==> config.mk <==
export PLATFORM = sky130hd
export DESIGN_NAME = alu_issue_stage
export DESIGN_NICKNAME = d
export VERILOG_FILES = /design/src/rtl/alu_issue_stage.sv
export SDC_FILE = /design/constraint.sdc
export NUM_CORES = 1
export LEC_CHECK = 0
export BUFFER_PORTS_ARGS = -buffer_cell sky130_fd_sc_hd__buf_2
export CAP_MARGIN = 0
export CORE_MARGIN = 3
export CORE_UTILIZATION = 42
export DETAILED_ROUTE_END_ITERATION = 10
export HOLD_SLACK_MARGIN = 0.05
export PLACE_DENSITY_LB_ADDON = 0.15
export REMOVE_ABC_BUFFERS = 1
export SYNTH_ARGS = -nofsm -noshare
export SYNTH_HDL_FRONTEND = slang
export SYNTH_SLANG_ARGS = --single-unit
==> constraint.sdc <==
create_clock -name clk_i -period 2.2 [get_ports clk_i]
set_input_delay 0.33 -clock clk_i [delete_from_list [all_inputs] [get_ports clk_i]]
set_output_delay 0.33 -clock clk_i [all_outputs]
set_load 0.01 [all_outputs]
==> src/rtl/alu_issue_stage.sv <==
// ID/EX issue stage: decodes an instruction into the 3-bit ALU code, forwards
// operands from EX/MEM and MEM/WB, and registers the result for the EX stage.
module alu_issue_stage #(
  parameter int XLEN       = 32,
  parameter int REG_ADDR_W = 5
) (
  input  logic                  clk_i,
  input  logic                  rst_i,
  input  logic                  stall_i,
  input  logic                  flush_i,
  input  logic                  valid_i,
  input  logic [31:0]           instr_i,
  input  logic [XLEN-1:0]       rs1_data_i,
  input  logic [XLEN-1:0]       rs2_data_i,
  input  logic                  exmem_regwrite_i,
  input  logic [REG_ADDR_W-1:0] exmem_rd_i,
  input  logic [XLEN-1:0]       exmem_result_i,
  input  logic                  memwb_regwrite_i,
  input  logic [REG_ADDR_W-1:0] memwb_rd_i,
  input  logic [XLEN-1:0]       memwb_result_i,
  output logic                  valid_o,
  output logic [2:0]            alu_ctrl_o,
  output logic [XLEN-1:0]       data1_o,
  output logic [XLEN-1:0]       data2_o,
  output logic [XLEN-1:0]       store_data_o,
  output logic [REG_ADDR_W-1:0] rd_o,
  output logic                  regwrite_o,
  output logic                  memread_o,
  output logic                  memwrite_o,
  output logic                  branch_o,
  output logic                  illegal_o
);

  // ALU code encoding is shared with the ALU and must not change
  localparam logic [2:0] ALU_SLL  = 3'b000;
  localparam logic [2:0] ALU_ADD  = 3'b001;
  localparam logic [2:0] ALU_SUB  = 3'b010;
  localparam logic [2:0] ALU_AND  = 3'b011;
  localparam logic [2:0] ALU_OR   = 3'b100;
  localparam logic [2:0] ALU_XOR  = 3'b101;
  localparam logic [2:0] ALU_MUL  = 3'b110;
  localparam logic [2:0] ALU_SRAI = 3'b111;

  localparam logic [6:0] OP_R     = 7'b0110011;
  localparam logic [6:0] OP_I     = 7'b0010011;
  localparam logic [6:0] OP_LOAD  = 7'b0000011;
  localparam logic [6:0] OP_STORE = 7'b0100011;
  localparam logic [6:0] OP_BRANCH = 7'b1100011;

  logic [6:0]            opcode;
  logic [2:0]            funct3;
  logic [6:0]            funct7;
  logic [REG_ADDR_W-1:0] rs1_idx;
  logic [REG_ADDR_W-1:0] rs2_idx;
  logic [REG_ADDR_W-1:0] rd_idx;

  assign opcode  = instr_i[6:0];
  assign rd_idx  = instr_i[11:7];
  assign funct3  = instr_i[14:12];
  assign rs1_idx = instr_i[19:15];
  assign rs2_idx = instr_i[24:20];
  assign funct7  = instr_i[31:25];

  logic            dec_legal;
  logic [2:0]      dec_ctrl;
  logic            dec_regwrite;
  logic            dec_memread;
  logic            dec_memwrite;
  logic            dec_branch;
  logic            dec_use_imm;
  logic [XLEN-1:0] dec_imm;

  always_comb begin
    dec_legal    = 1'b0;
    dec_ctrl     = ALU_ADD;
    dec_regwrite = 1'b0;
    dec_memread  = 1'b0;
    dec_memwrite = 1'b0;
    dec_branch   = 1'b0;
    dec_use_imm  = 1'b0;
    dec_imm      = '0;
    case (opcode)
      OP_R: begin
        dec_legal    = 1'b1;
        dec_regwrite = 1'b1;
        case ({funct7, funct3})
          10'b0000000_000: dec_ctrl = ALU_ADD;
          10'b0100000_000: dec_ctrl = ALU_SUB;
          10'b0000001_000: dec_ctrl = ALU_MUL;
          10'b0000000_111: dec_ctrl = ALU_AND;
          10'b0000000_110: dec_ctrl = ALU_OR;
          10'b0000000_100: dec_ctrl = ALU_XOR;
          10'b0000000_001: dec_ctrl = ALU_SLL;
          default: begin
            dec_legal    = 1'b0;
            dec_regwrite = 1'b0;
          end
        endcase
      end
      OP_I: begin
        dec_use_imm = 1'b1;
        if (funct3 == 3'b000) begin
          dec_legal    = 1'b1;
          dec_regwrite = 1'b1;
          dec_ctrl     = ALU_ADD;
          dec_imm      = {{(XLEN-12){instr_i[31]}}, instr_i[31:20]};
        end else if (funct3 == 3'b101 && funct7 == 7'b0100000) begin
          dec_legal    = 1'b1;
          dec_regwrite = 1'b1;
          dec_ctrl     = ALU_SRAI;
          dec_imm      = {{(XLEN-5){1'b0}}, instr_i[24:20]};
        end
      end
      OP_LOAD: begin
        if (funct3 == 3'b010) begin
          dec_legal    = 1'b1;
          dec_regwrite = 1'b1;
          dec_memread  = 1'b1;
          dec_use_imm  = 1'b1;
          dec_imm      = {{(XLEN-12){instr_i[31]}}, instr_i[31:20]};
        end
      end
      OP_STORE: begin
        if (funct3 == 3'b010) begin
          dec_legal    = 1'b1;
          dec_memwrite = 1'b1;
          dec_use_imm  = 1'b1;
          dec_imm      = {{(XLEN-12){instr_i[31]}}, instr_i[31:25], instr_i[11:7]};
        end
      end
      OP_BRANCH: begin
        if (funct3 == 3'b000) begin
          dec_legal  = 1'b1;
          dec_branch = 1'b1;
          dec_ctrl   = ALU_SUB;
        end
      end
      default: dec_legal = 1'b0;
    endcase
  end

  // EX/MEM is checked first so the younger result wins; x0 never forwards
  logic            exmem_hit1, exmem_hit2, memwb_hit1, memwb_hit2;
  logic [XLEN-1:0] fwd_rs1, fwd_rs2;

  assign exmem_hit1 = exmem_regwrite_i && (exmem_rd_i != '0) && (exmem_rd_i == rs1_idx);
  assign exmem_hit2 = exmem_regwrite_i && (exmem_rd_i != '0) && (exmem_rd_i == rs2_idx);
  assign memwb_hit1 = memwb_regwrite_i && (memwb_rd_i != '0) && (memwb_rd_i == rs1_idx);
  assign memwb_hit2 = memwb_regwrite_i && (memwb_rd_i != '0) && (memwb_rd_i == rs2_idx);

  assign fwd_rs1 = exmem_hit1 ? exmem_result_i :
                   memwb_hit1 ? memwb_result_i : rs1_data_i;
  assign fwd_rs2 = exmem_hit2 ? exmem_result_i :
                   memwb_hit2 ? memwb_result_i : rs2_data_i;

  logic                  valid_d, regwrite_d, memread_d, memwrite_d, branch_d, illegal_d;
  logic [2:0]            alu_ctrl_d;
  logic [XLEN-1:0]       data1_d, data2_d, store_data_d;
  logic [REG_ADDR_W-1:0] rd_d;

  always_comb begin
    valid_d      = 1'b0;
    regwrite_d   = 1'b0;
    memread_d    = 1'b0;
    memwrite_d   = 1'b0;
    branch_d     = 1'b0;
    illegal_d    = 1'b0;
    alu_ctrl_d   = ALU_ADD;
    data1_d      = '0;
    data2_d      = '0;
    store_data_d = '0;
    rd_d         = '0;
    if (valid_i) begin
      valid_d = 1'b1;
      if (dec_legal) begin
        regwrite_d   = dec_regwrite;
        memread_d    = dec_memread;
        memwrite_d   = dec_memwrite;
        branch_d     = dec_branch;
        alu_ctrl_d   = dec_ctrl;
        data1_d      = fwd_rs1;
        data2_d      = dec_use_imm ? dec_imm : fwd_rs2;
        store_data_d = fwd_rs2;
        rd_d         = dec_regwrite ? rd_idx : '0;
      end else begin
        illegal_d = 1'b1;
      end
    end
  end

  logic                  valid_q, regwrite_q, memread_q, memwrite_q, branch_q, illegal_q;
  logic [2:0]            alu_ctrl_q;
  logic [XLEN-1:0]       data1_q, data2_q, store_data_q;
  logic [REG_ADDR_W-1:0] rd_q;

  // Reset and flush both insert a bubble; stall holds the register
  always_ff @(posedge clk_i) begin
    if (rst_i || flush_i) begin
      valid_q      <= 1'b0;
      regwrite_q   <= 1'b0;
      memread_q    <= 1'b0;
      memwrite_q   <= 1'b0;
      branch_q     <= 1'b0;
      illegal_q    <= 1'b0;
      alu_ctrl_q   <= ALU_ADD;
      data1_q      <= '0;
      data2_q      <= '0;
      store_data_q <= '0;
      rd_q         <= '0;
    end else if (!stall_i) begin
      valid_q      <= valid_d;
      regwrite_q   <= regwrite_d;
      memread_q    <= memread_d;
      memwrite_q   <= memwrite_d;
      branch_q     <= branch_d;
      illegal_q    <= illegal_d;
      alu_ctrl_q   <= alu_ctrl_d;
      data1_q      <= data1_d;
      data2_q      <= data2_d;
      store_data_q <= store_data_d;
      rd_q         <= rd_d;
    end
  end

  assign valid_o      = valid_q;
  assign regwrite_o   = regwrite_q;
  assign memread_o    = memread_q;
  assign memwrite_o   = memwrite_q;
  assign branch_o     = branch_q;
  assign illegal_o    = illegal_q;
  assign alu_ctrl_o   = alu_ctrl_q;
  assign data1_o      = data1_q;
  assign data2_o      = data2_q;
  assign store_data_o = store_data_q;
  assign rd_o         = rd_q;

endmodule

# Word level (Yosys, flattened, before mapping)
# Cells that the tools add are included.
# totals
ff_bits,110
latchBits,0
ramBits,0
mem_bits_ro,0
input_bits,177
output_inout_bits,110
wordCells,91
n_memories,0
# classes
n_addsub,0
n_mul,0
div,0
magnitude_cmp,0
n_eq_ne,18
n_shift,0
mux,48
n_bitwise,0
n_reduce_logical,14
# ops
operator,count
$mux W32,14
$pmux W32 S3,1
$eq A10 B3 Y1 const B,3
$eq A7 B6 Y1 const B,3
$eq A5 B5 Y1,4
$mux W5,4
$mux W1,19
$pmux W3 S6,1
$mux W3,4
$eq A10 B1 Y1 const B,1
$eq A10 B4 Y1 const B,1
$eq A10 B9 Y1 const B,1
$logic_not A10 Y1,1
$reduce_bool A5 Y1,2
$pmux W3 S3,1
$eq A7 B2 Y1 const B,1
$eq A7 B5 Y1 const B,1
$eq A7 B7 Y1 const B,1
$logic_and A1 B1 Y1,7
$reduce_or A7 Y1,1
$pmux W1 S4,1
$eq A3 B2 Y1 const B,1
$eq A3 B3 Y1 const B,1
$logic_not A3 Y1,1
other kinds (5),5

# Logic depth before layout (Yosys ltp)
# Gate-level depths: netlist of the first run.
# depth
word_depth,8
ltp_mapped,9
mapped_depth_nobuf,6

# Worst setup path before layout of the first run
# OpenSTA, ideal clock, no wires.
# synth_path
path_kind,input-to-reg
from,in instr_i[4]
to,reg data2_q[22] (netlist: data2_o[22])
setup_ps,152
arrival_time_ps,1971
required_time_ps,2048
slack_ps,77
path_stages,9
n_path_buf,3
path_cell_list,clkbuf_1 > or4b_1 > buf_2 > a211oi_4 > nand2_1 > nand4_1 > o21a_4 > buf_8 > a221oi_2
# synth_via
elab_chain_cells,6
word_cells_on_any_way,12
cone_classes,eq/ne: 5; mux: 6; reduce/logical: 1
# synth_lines
item,line,text
"start, declared",12,"input logic [31:0] instr_i,"
$eq A7 B6 Y1 or $eq A7 B2 Y1 (tied branches),82,case (opcode)
$reduce_or A2 Y1 (no line),-,
$pmux W1 S2,82,
$mux W32,182,data2_d = dec_use_imm ? dec_imm : fwd_rs2;
$mux W32 *,175,if (dec_legal) begin
$mux W32 *,173,if (valid_i) begin
"end signal, assigned",219,data2_q <= data2_d;
"end, declared",193,"logic [XLEN-1:0] data1_q, data2_q, store_data_q;"
# Every way passes the cells marked *; elsewhere a longest branch is shown, timed or not.
# A chain may end at the register's enable or synchronous reset.

# Worst setup path after layout of the first run
# layout_path
from,in memwb_rd_i[3]
to,reg data2_q[11] (netlist: data2_o[11])
# layout_via
elab_chain_cells,8
word_cells_on_any_way,9
cone_classes,eq/ne: 1; mux: 5; reduce/logical: 3
# layout_lines
item,line,text
"start, declared",19,"input logic [REG_ADDR_W-1:0] memwb_rd_i,"
$reduce_bool A5 Y1,149,assign memwb_hit2 = memwb_regwrite_i && (memwb_rd_i != '0) && (memwb_rd_i == rs2_idx);
$logic_and A1 B1 Y1,149,
$logic_and A1 B1 Y1 *,149,
$mux W32 *,154,memwb_hit2 ? memwb_result_i : rs2_data_i;
$mux W32 *,153,assign fwd_rs2 = exmem_hit2 ? exmem_result_i :
$mux W32 *,182,
$mux W32 *,175,
$mux W32 *,173,
# Marks and branches as above.

==> flow_metrics.py, run 1 <==
metrics = {
    "run_status": {
        "outcome": "completed",
    },
    "synthesis": {
        "ys_ff_latch": 110,
        "synth_area_um2": 5990,
        "synth_top_cell_by_area": "dfxtp_1",
        "yosysSeqAreaShare_pct": 36.8,
        "syn_avg_cell_area_um2": 9.15,
        "post-synth-top-count-cell": "dfxtp_1",
        "synth_edf_count": 0,
        "synth_ff_type": "dfxtp_1",
        "synth_area_leaders": "dfxtp_1 (37%), mux2i_1 (11%), a22o_1 (8.2%)",
        "syn_inst": 655,
        "yosysWarningCount": 0,
        "synth_cell_types": 57,
        "synth_top_area_share_pct": 36.8,
        "synthArstFlopShare_pct": 0,
        "synth_common_cells": "dfxtp_1 (110), nand2_1 (69), mux2i_1 (65)",
    },
    "place": {
        "gp_congestion": 0.905,
        "dpl.hpwl_um": 14800,
        "place_inst": 1113,
        "post-place-ws_ps": -177,
        "portBuffers": 286,
    },
    "clocking": {
        "cts_hold_buffers": 0,
        "cts_tree": "built",
        "cts_setup_buffers": 0,
        "clock_latency_ps": 340,
        "clock-sinks": 110,
        "htree_levels": 3,
        "clock_path_buffers": 2,
        "numCtsBuffers": 9,
        "clk_pin_slew_ps": 70,
        "root_buffer": "clkbuf_16",
    },
    "route": {
        "vias": 6103,
        "dr.pass1.iters": 5,
        "drt-total-wl_um": 19400,
        "postRouteAntennaNets": 0,
        "avgRoutedWirePerCell_um": 17.2,
        "vias_per_cell": 5.41,
        "drt_iter0_markers": 384,
        "route.detailed.drc": 0,
    },
    "pwr": {
        "clkPwrFrac_pct": 38.3,
        "p_switching_mw": 1.09,
        "p_leak_nw": 3.47,
        "vdd_drop_max_uv": 313,
        "power_mw": 4.16,
        "power.density_nw_per_um2": 510,
        "swShare_pct": 26.1,
        "comb_power_share_pct": 13.8,
        "power_frac_seq_pct": 47.9,
        "internal_power_mw": 3.07,
    },
    "floorplan": {
        "die-area_um2": 15700,
        "core_area_um2": 13900,
        "num_rows": 43,
        "die_h_um": 125,
        "fp.dieW_um": 125,
        "ios": 287,
        "initial_core_util_pct": 43.0,
    },
    "global_routing": {
        "grt_busiest_layer": "met2",
        "grt_start_max_net_pins": 48,
        "antenna_found_initial": 0,
        "met2_usage_pct": 38.7,
        "grt_pass1_wl_um": 30300,
        "grt_pass1_vias": 5764,
        "met1_usage_pct": 31.5,
        "grt_overflow": 0,
        "grt_usage_pct": 23.7,
        "grt_use_met3_pct": 4.44,
    },
    "setup_path": {
        "crit_cells": 8,
        "crit_arrival_ps": 2210,
        "cpMaxStageDelayCell": "nor4_4",
        "slowest_delay_ps": 460,
        "critPathBufInv": 2,
        "r2r_cells": 2,
        "end_kind": "flop",
        "crit_required_ps": 2390,
        "path_class": "primary input to flop",
        "crit_chain": "buf_2 -> xnor2_1 -> nand3_1 -> nor4_4 -> buf_12 -> mux2_1 -> mux2i_1 -> a221oi_1",
        "start_kind": "primary input",
        "path_delay_family": "multiplexers",
        "path_max_fanout": 17,
    },
    "timing": {
        "fin_tns_setup_ps": 0,
        "tightest_slew_ps": 840,
        "slew_violations": 0,
        "max_slew_margin_pct": 43.6,
        "final.setup_skew_ps": 0,
        "rsz0062_at_grt": "no",
        "hold_violations": 0,
        "setup_viol": 0,
        "post-route-period-util_pct": 91.9,
        "max_freq_mhz": 495,
        "finalCriticalPeriod_ps": 2020,
        "worst_slack_ps": 178,
    },
    "run": {
        "maxCapViolations": 0,
    },
    "min_path": {
        "whs_path_depth": 2,
        "hold_path.class": "primary input to flop",
    },
    "final_layout": {
        "drive_gt1_share_pct": 40.4,
        "final_cells": 1128,
        "nets": 1121,
        "antennaDiodeCount": 0,
        "area_growth_pct": 36.1,
        "fin_util_pct": 58.5,
    },
}
==> state kept, by name, summed over array words and instances (netlist names) <==
signal and count:
store_data_o 32, memwrite_o 1, data2_o 32, valid_o 1, regwrite_o 1, rd_o 5
alu_ctrl_o 3, memread_o 1, illegal_o 1, data1_o 32, branch_o 1
==> power groups by stage <==
stage	clock (mW)	combinational [mW]	sequential [mW]
global placement	0	0.570	2.04
CTS	1.63	0.574	1.99
finish	1.59	0.574	1.99
detailed placement	0	0.572	2.04
global route	1.72	0.635	1.99
floorplan	0	0.246	2.04
==> metrics by stage <==
stage	hold slack, ps	cell area (µm²)
5_1_grt	205	8150
6_report	203	8150
3_5_place_dp	437	7860
4_1_cts	190	8150
3_3_place_gp	434	7860
2_1_floorplan	439	5720
==> final cells by class <==
cell class                 count  area (µm²)
fill                        1268        5780
timing repair buffer         333        1900
multi-input combinational    488        3540
sequential                   110        2200
tap                          180         225
clock inverter                 5        43.8
clock buffer                  10         239
inverter                       2        7.51
==> cell usage in the layout, fill, tap and decap left out, drive strengths merged, types with 2 or more instances in the layout <==
master      n
a22oi       3
xor2       11
a22o       56
and2        2
nor3        4
or4         4
nor2       52
xnor2      12
a32oi       2
a32o        6
nand2      69
nor4        4
a21oi      58
o21ai      42
o211ai     10
mux2i      65
clkbuf     10
clkinvlp    2
nand2b      5
a31o        6
nand4       2
dfxtp     110
nand3b      2
a2bb2oi     2
inv         3
or2         3
buf       333
nand3       6
mux2       22
nor2b       3
clkinv      2
a221oi     22
==> routing by layer <==
layer | wire length [µm] | part of all wire [%]
met3 | 1290 | 6.6
met5 | 0 | 0
met2 | 9170 | 47
met4 | 418 | 2.2
met1 | 8540 | 44
==> timing repair <==
item,in CTS,in global routing
endpoints found under the setup margin,0,1
resized for setup,0,1
hold endpoints to repair,0,0
==> cells by family after synthesis <==
group / synth area share, %
compound gates: 27.4
simple gates: 12.8
flops: 36.8
mux: 15.0
buf+inv: 4.68
xor+xnor: 3.36
==> path summary, 6_finish.rpt <==
| check | from | slack [ps] | end |
|---|---|---|---|
| min reg2reg | store_data_o[11] | 450 | store_data_o[11] |
| max reg2reg | data2_o[29] | 1360 | data2_o[29] |
| max | memwb_rd_i[3] | 180 | data2_o[11] |
| min | instr_i[8] | 200 | rd_o[1] |
Note: power is estimated with default switching activity, not from simulation.
==> run 2, diff against run 1 <==
Settings changed: PLACE_DENSITY_LB_ADDON 0.15 to 0.1, SKIP_CTS_REPAIR_TIMING set to 1.
==> run 2 against run 1 <==
Against the previous run:
- global-route usage increased by 1.6 points
- fmax increased by 4.2%
- setup slack improved by 82 ps
- combinational power increased by 2%
- wire length up 5.1%
- cell count is 0.89% higher
- sequential share of layout area is 0.27 points lower
- highest routed layer unchanged
- clock skew unchanged
- largest cell class unchanged
- core utilization up 0.58 points
- largest power group unchanged
- worst hold slack improved by 5.7 ps
==> flow_metrics.py, run 2 (synthesis results as in run 1) <==
metrics = {
    "run_status": {
        "outcome": "completed",
    },
    "clocking": {
        "clk_pin_slew_ps": 70,
        "cts_tree": "built",
        "root_buffer": "clkbuf_16",
        "clock_path_buffers": 2,
        "numCtsBuffers": 9,
        "clock-sinks": 110,
        "clock_latency_ps": 350,
        "htree_levels": 3,
    },
    "timing": {
        "rsz0062_at_grt": "no",
        "final.setup_skew_ps": 0,
        "max_slew_margin_pct": 37.0,
        "setup_viol": 0,
        "hold_violations": 0,
        "max_freq_mhz": 515,
        "finalCriticalPeriod_ps": 1940,
        "tightest_slew_ps": 938,
        "slew_violations": 0,
        "post-route-period-util_pct": 88.2,
    },
    "setup_path": {
        "crit_arrival_ps": 2130,
        "start_kind": "primary input",
        "crit_required_ps": 2390,
        "r2r_start": "data2_o[18]",
        "end_kind": "flop",
        "path_class": "primary input to flop",
        "r2r_setup_slack_ps": 1360,
        "r2r_end": "data2_o[18]",
        "path_max_fanout": 13,
        "r2r_cells": 2,
    },
    "global_routing": {
        "antenna_found_initial": 0,
        "grt_overflow": 0,
        "grt_pass1_wl_um": 32600,
        "grt_start_max_net_pins": 48,
        "grt_usage_pct": 25.4,
        "grt_pass1_vias": 6316,
    },
    "final_layout": {
        "final_area_um2": 8230,
        "area_growth_pct": 37.4,
        "fin_util_pct": 59.1,
        "drive_gt1_share_pct": 40.7,
        "antennaDiodeCount": 0,
        "final_cells": 1138,
        "final_cell_mix": "buf_2 (286), dfxtp_1 (110), nand2_1 (69), mux2i_1 (65), a21oi_1 (58)",
        "nets": 1130,
        "final_common_cell": "buf_2",
    },
    "route": {
        "vias": 6205,
        "drt-total-wl_um": 20400,
        "vias_per_cell": 5.45,
        "drt_iter0_markers": 338,
        "postRouteAntennaNets": 0,
        "route.detailed.drc": 0,
        "dr.pass1.iters": 4,
        "avgRoutedWirePerCell_um": 17.9,
    },
    "floorplan": {
        "die_h_um": 125,
        "fp.dieW_um": 125,
        "num_rows": 43,
        "core_area_um2": 13900,
        "die-area_um2": 15700,
        "ios": 287,
        "initial_core_util_pct": 43.0,
    },
    "min_path": {
        "min_to": "rd_o[0]",
        "whs_path_depth": 2,
        "hold_path.class": "primary input to flop",
        "hold_start": "instr_i[7]",
    },
    "run": {
        "maxCapViolations": 0,
    },
    "pwr": {
        "p_leak_nw": 3.52,
        "vdd_drop_max_uv": 314,
        "power_mw": 4.21,
        "power.density_nw_per_um2": 511,
    },
    "place": {
        "gp_congestion": 0.939,
        "place_inst": 1122,
        "dpl_cell_area_um2": 7940,
        "portBuffers": 286,
        "dpl.hpwl_um": 16000,
    },
}
run 2: how the worst max path moves through the flow:
stage / start / endpoint / slack, ps / cells past startpoint
after floorplan: exmem_rd_i[4] / data2_o[12] / -4100 / 5
after CTS: instr_i[26] / data2_o[11] / 220 / 9
after global placement: memwb_rd_i[1] / data2_o[11] / -80 / 8
after detailed placement: instr_i[26] / data2_o[11] / -130 / 9
final: memwb_rd_i[1] / data2_o[28] / 260 / 8
after global routing: instr_i[26] / memread_o / 130 / 8
run 2: per-layer routing:
metal | vias up | routed length (µm) | share of wire (%) | track usage, %
met2 | 232 | 9970 | 49 | 43.1
met3 | 32 | 1250 | 6.1 | 4.70
met1 | 2908 | 8770 | 43 | 32.9
li1 | 3033 | - | - | -
met5 | - | 0 | 0 | 0
met4 | 0 | 424 | 2.1 | 7.27
run 2: area by class of cell:
| cell class | count | area (µm²) |
|---|---|---|
| inverter | 2 | 7.51 |
| clock inverter | 5 | 57.6 |
| tap | 180 | 225 |
| clock buffer | 11 | 233 |
| sequential | 110 | 2200 |
| fill | 1303 | 5700 |
| timing repair buffer | 342 | 1980 |
| multi-input combinational | 488 | 3530 |
run 2: per-stage QoR:
stage	hold slack [ps]	setup TNS, ps	setup WS (ps)
detailed placement	435	-7130	-133
CTS	197	0	223
global placement	435	-4240	-81.3
global route	206	0	129
floorplan	439	-318200	-4100
finish	208	0	260
run 2: power by group:
part           switching (mW)  internal (mW)
sequential           0.000838           1.99
combinational           0.308          0.280
clock                   0.741          0.887
total                    1.05           3.16
run 2: critical path, cell delays in order:
cell and delay [ps]:
buf_2 120, or4_1 530, o21ai_2 190, nor4_4 90, buf_12 160, mux2_1 320, mux2i_1 280, a221oi_2 90
